$ cat src/rtl/instr_fetch_unit.sv
// Instruction fetch unit: a RESET/FETCH/ISSUE FSM that requests one word per PC, holds it in an IR
// and presents decoder fields. A fetch that waits too long drops its request for one cycle and retries.
module instr_fetch_unit #(
  parameter logic [31:0] RESET_PC = 32'h0000_0000,
  parameter int unsigned TIMEOUT  = 16
) (
  input  logic        clk,
  input  logic        rst,
  output logic        imem_req,
  output logic [31:0] imem_addr,
  input  logic [31:0] imem_rdata,
  input  logic        imem_valid,
  input  logic        stall,
  input  logic        pc_src,
  input  logic [31:0] branch_target,
  output logic        instr_valid,
  output logic [31:0] instr,
  output logic [1:0]  Op,
  output logic [5:0]  Funct,
  output logic [31:0] pc_plus8,
  output logic        fetch_timeout
);

  typedef enum logic [1:0] {StReset, StFetch, StIssue} state_e;

  localparam logic [7:0] CntLast = 8'(TIMEOUT - 1);

  state_e      state_q, state_d;
  logic [31:0] pc_q, pc_d;
  logic [31:0] ir_q, ir_d;
  logic [31:0] issue_pc_q, issue_pc_d;
  logic [7:0]  cnt_q, cnt_d;
  logic        gap_q, gap_d;
  logic        timeout_q, timeout_d;

  always_ff @(posedge clk or posedge rst) begin
    if (rst) begin
      state_q    <= StReset;
      pc_q       <= RESET_PC;
      ir_q       <= 32'h0;
      issue_pc_q <= RESET_PC;
      cnt_q      <= 8'h0;
      gap_q      <= 1'b0;
      timeout_q  <= 1'b0;
    end else begin
      state_q    <= state_d;
      pc_q       <= pc_d;
      ir_q       <= ir_d;
      issue_pc_q <= issue_pc_d;
      cnt_q      <= cnt_d;
      gap_q      <= gap_d;
      timeout_q  <= timeout_d;
    end
  end

  always_comb begin
    state_d     = state_q;
    pc_d        = pc_q;
    ir_d        = ir_q;
    issue_pc_d  = issue_pc_q;
    cnt_d       = cnt_q;
    gap_d       = gap_q;
    timeout_d   = timeout_q;
    imem_req    = 1'b0;
    instr_valid = 1'b0;
    unique case (state_q)
      StReset: begin
        state_d = StFetch;
        cnt_d   = 8'h0;
        gap_d   = 1'b0;
      end
      StFetch: begin
        // gap_q marks the single idle cycle between a timed-out request and its retry
        if (gap_q) begin
          gap_d = 1'b0;
        end else begin
          imem_req = 1'b1;
          if (imem_valid) begin
            ir_d       = imem_rdata;
            issue_pc_d = pc_q;
            pc_d       = pc_q + 32'd4;
            cnt_d      = 8'h0;
            state_d    = StIssue;
          end else if (cnt_q == CntLast) begin
            timeout_d = 1'b1;
            cnt_d     = 8'h0;
            gap_d     = 1'b1;
          end else begin
            cnt_d = cnt_q + 8'd1;
          end
        end
      end
      StIssue: begin
        instr_valid = 1'b1;
        if (!stall) begin
          state_d = StFetch;
          cnt_d   = 8'h0;
          gap_d   = 1'b0;
          if (pc_src) pc_d = {branch_target[31:2], 2'b00};
        end
      end
      default: state_d = StReset;
    endcase
  end

  assign imem_addr     = pc_q;
  assign instr         = ir_q;
  assign Op            = ir_q[27:26];
  assign Funct         = ir_q[25:20];
  assign pc_plus8      = issue_pc_q + 32'd8;
  assign fetch_timeout = timeout_q;

endmodule

$ cat config.mk
export PLATFORM = sky130hd
export DESIGN_NAME = instr_fetch_unit
export DESIGN_NICKNAME = d
export VERILOG_FILES = /design/src/rtl/instr_fetch_unit.sv
export SDC_FILE = /design/constraint.sdc
export NUM_CORES = 1
export LEC_CHECK = 0
export ABC_AREA = 0
export BUFFER_PORTS_ARGS = -buffer_cell sky130_fd_sc_hd__buf_4
export CAP_MARGIN = 5
export CORE_MARGIN = 8
export CORE_UTILIZATION = 48
export CTS_BUF_LIST = sky130_fd_sc_hd__clkbuf_8
export DETAILED_ROUTE_END_ITERATION = 8
export GPL_ROUTABILITY_DRIVEN = 0
export PLACE_DENSITY = 0.79
export SKIP_CTS_REPAIR_TIMING = 1
export SYNTH_ARGS = -nofsm -noshare
export SYNTH_HDL_FRONTEND = slang
export SYNTH_SLANG_ARGS = --single-unit
$ cat constraint.sdc
create_clock -name clk -period 3.5 [get_ports clk]
set_input_delay 0.7 -clock clk [delete_from_list [all_inputs] [get_ports clk]]
set_output_delay 0.7 -clock clk [all_outputs]
set_load 0.005 [all_outputs]
==> flow_summary.json <==
{
  "peakVddDrop_mv": 0.6927,
  "ys_seq_area_share_pct": 47.33,
  "synth_ff_type": "dfrtp_1",
  "vias_per_cell": 5.563,
  "leakage_nw": 3.541,
  "worstSetupStartpoint": "issue_pc_q[13]$_DFFE_PP0P_",
  "ctsLongestPathBuffers": 2,
  "stdcell_area_um2": 7051,
  "timing.setup.tns_ns": 0,
  "crit_slowest_cell": "dfrtp_1",
  "worstSetupPathType": "reg -> out",
  "grt_pass1_vias": 5180,
  "cts_buffers": 9,
  "drcViolationCount": 0,
  "antenna_found_initial": 0,
  "worst_pin_slew_ns": 1.002,
  "async_reset_ff_share_pct": 100.0,
  "portBuffers": 169,
  "drv_cap": 0,
  "first_pass_iters": 5,
  "drv_slew": 0,
  "crit_chain": "nand4_1, nor4_4, and2_2, nand3_1, xnor2_1, buf_4",
  "yosys.area.top_type": "dfrtp_1",
  "placed_cell_area_um2": 6809,
  "cts_tree": "built",
  "die_y_um": 123.0,
  "cp_max_fo": 6,
  "worstPathRequired_ns": 2.80,
  "antenna_left": 0,
  "dpl.hpwl_um": 12030,
  "drtIter0Drc": 387,
  "overflow": 0,
  "fp.dieW_um": 123.0,
  "rsz0062_at_grt": "no",
  "status": "completed",
  "relSlewSlack_pct": 33.19,
  "worst_hold_slack_ns": 0.4883,
  "wl_um": 16180,
  "synth_area_um2": 5499,
  "place_inst": 924,
  "yosys_warnings": 0,
  "layout_min_cycle_time_ns": 2.776,
  "synth.area.top_cells": "dfrtp_1 (47%), nand2_1 (15%), xnor2_1 (3.8%)",
  "synth_edf_count": 0,
  "ys_seq_elements": 104,
  "fin_crit_sh_pct": 79.32,
  "cts_num_sinks": 104,
  "synth_top_area_share_pct": 47.33,
  "wl_per_cell_um": 17.23,
  "drive_above_1_share_pct": 26.88,
  "syn_area_per_cell_um2": 8.539,
  "area_growth_pct": 28.21,
  "clock_latency_ns": 0.36,
  "r2r-start": "state_q[0]$_DFFE_PP0P_",
  "path_clk_slew_ns": 0.09,
  "via_count": 5224,
  "grt_max_degree": 84,
  "ys_types": 61,
  "htreeDepth": 3,
  "setup_violations": 0,
  "end_kind": "output port",
  "clock_skew_ns": 0.01275,
  "ios": 176,
  "diodes": 0,
  "hold_class": "reg -> reg",
  "die_area_um2": 15140,
  "num_rows": 39,
  "grt.total_usage_pct": 21.40,
  "critPathArrivalTime_ns": 2.08,
  "hold_start": "instr[31]$_DFFE_PP0P_",
  "core_um2": 11320,
  "synth_cells": 644,
  "max_stage_delay_ns": 0.44,
  "initial_utilization_pct": 48.57,
  "startpoint_type": "register",
  "grt_pass1_wl_um": 26130,
  "fin_cells": 939,
  "fmax_ghz": 0.3602,
  "total_power_mw": 5.926,
  "powerDensity_nw_per_um2": 840.5,
  "finalNetCount": 864,
  "finalHoldViolations": 0,
  "cts-root-buf": "clkbuf_8"
}
==> through the flow <==
| stage | utilization [%] | setup slack [ns] |
|---|---|---|
| finish | 62.28 | 0.7238 |
| global route | 62.28 | 0.5270 |
| CTS | 62.28 | 0.7009 |
| detailed placement | 60.15 | 0.9891 |
| global placement | 60.15 | 0.9674 |
| floorplan | - | 0.06781 |
==> per-layer routing <==
metal | wire, µm | vias up | global-route usage, %
met5 | 0 | - | 0
met4 | 321 | 0 | 8.126
met3 | 1179 | 31 | 3.562
met2 | 8141 | 225 | 35.30
met1 | 6535 | 2485 | 27.77
li1 | - | 2483 | -
==> final cells by class <==
cell class / instances / area [µm²]
clock buffers: 10 / 137.6
clock inverters: 5 / 103.9
fillers: 1014 / 4270
inverters: 12 / 47.55
multi-input cells: 487 / 2644
flip-flops and latches: 104 / 2603
well taps: 143 / 178.9
repair buffers: 178 / 1336
==> Yosys cell counts (2+ instances only) <==
| cell | count |
|---|---|
| and4bb_2 | 2 |
| o41ai_1 | 2 |
| a41o_1 | 2 |
| and4_1 | 6 |
| and3_1 | 8 |
| nand2b_1 | 4 |
| a2bb2oi_1 | 2 |
| o21a_1 | 2 |
| nor3_4 | 2 |
| buf_1 | 8 |
| nor3_1 | 7 |
| nand3_1 | 35 |
| xor2_1 | 8 |
| nor2_1 | 30 |
| clkbuf_1 | 8 |
| nor4_4 | 2 |
| and2b_1 | 2 |
| a21o_1 | 2 |
| inv_1 | 12 |
| and2_1 | 2 |
| o22ai_1 | 11 |
| a22oi_1 | 2 |
| nand4_1 | 14 |
| o21ai_0 | 26 |
| a311oi_1 | 4 |
| buf_2 | 14 |
| buf_4 | 14 |
| o32ai_1 | 3 |
| dfrtp_1 | 104 |
| xnor2_1 | 24 |
| ha_1 | 3 |
| o31ai_1 | 2 |
| nand2_1 | 213 |
| a21oi_1 | 36 |
| nand4bb_1 | 2 |
==> state kept, by name, summed over array words and instances (netlist names) <==
register       flops
instr             32
cnt_q              8
fetch_timeout      1
imem_addr         30
issue_pc_q        30
gap_q              1
state_q            2
==> cell usage in the layout, fill, tap and decap left out, types with 3 or more instances in the layout <==
master and count:
nand3_1 35, dfrtp_1 104, conb_1 4, and4_1 6, xor2_1 8, inv_1 11
a311oi_1 4, ha_1 3, nand2_1 213, buf_4 178, o32ai_1 3, nor3_1 7
and3_1 8, clkbuf_8 10, bufinv_16 3, nand2b_1 4, xnor2_1 24, a21oi_1 36
o21ai_0 26, nor2_1 30, o22ai_1 11, nand4_1 14
==> cells by family (layout without fill, tap and decap cells) <==
kind of cell	count (synthesis)	in the layout	synth area share [%]
and+or+nand+nor	342	342	29.49
AOI/OAI and AO/OA	105	105	12.06
DFF	104	104	47.33
buffers and inverters	56	205	5.097
xor gates and xnor gates	32	32	5.097
adders and majority gates	3	3	0.6827
other	1	4	0.06819
muxes	1	1	0.1820
==> where the power goes <==
part	total (mW)	switching, mW	internal, mW
Clock	0.898	0.405	0.493
Sequential	2.40	0.684	1.72
Combinational	2.62	1.32	1.31
==> final timing paths <==
check	slack (ns)	end	cells past startpoint
worst max-delay path	0.72	pc_plus8[26]	6
worst min-delay path	0.49	instr[31]$_DFFE_PP0P_	2
worst max register to register	1.23	imem_addr[13]$_DFFE_PP0P_	6
worst min register to register	0.49	instr[31]$_DFFE_PP0P_	2
max in group asynchronous	2.16	instr[13]$_DFFE_PP0P_	3
min in group asynchronous	0.58	instr[23]$_DFFE_PP0P_	2
==> worst max-delay path: cells and delay by family, from the launching register on <==
family | cells | cell delay, ns
buf+inv | 1 | 0.13
simple gates | 4 | 0.99
flops | 1 | 0.44
xor+xnor | 1 | 0.15
(Power assumes the default switching activity.)
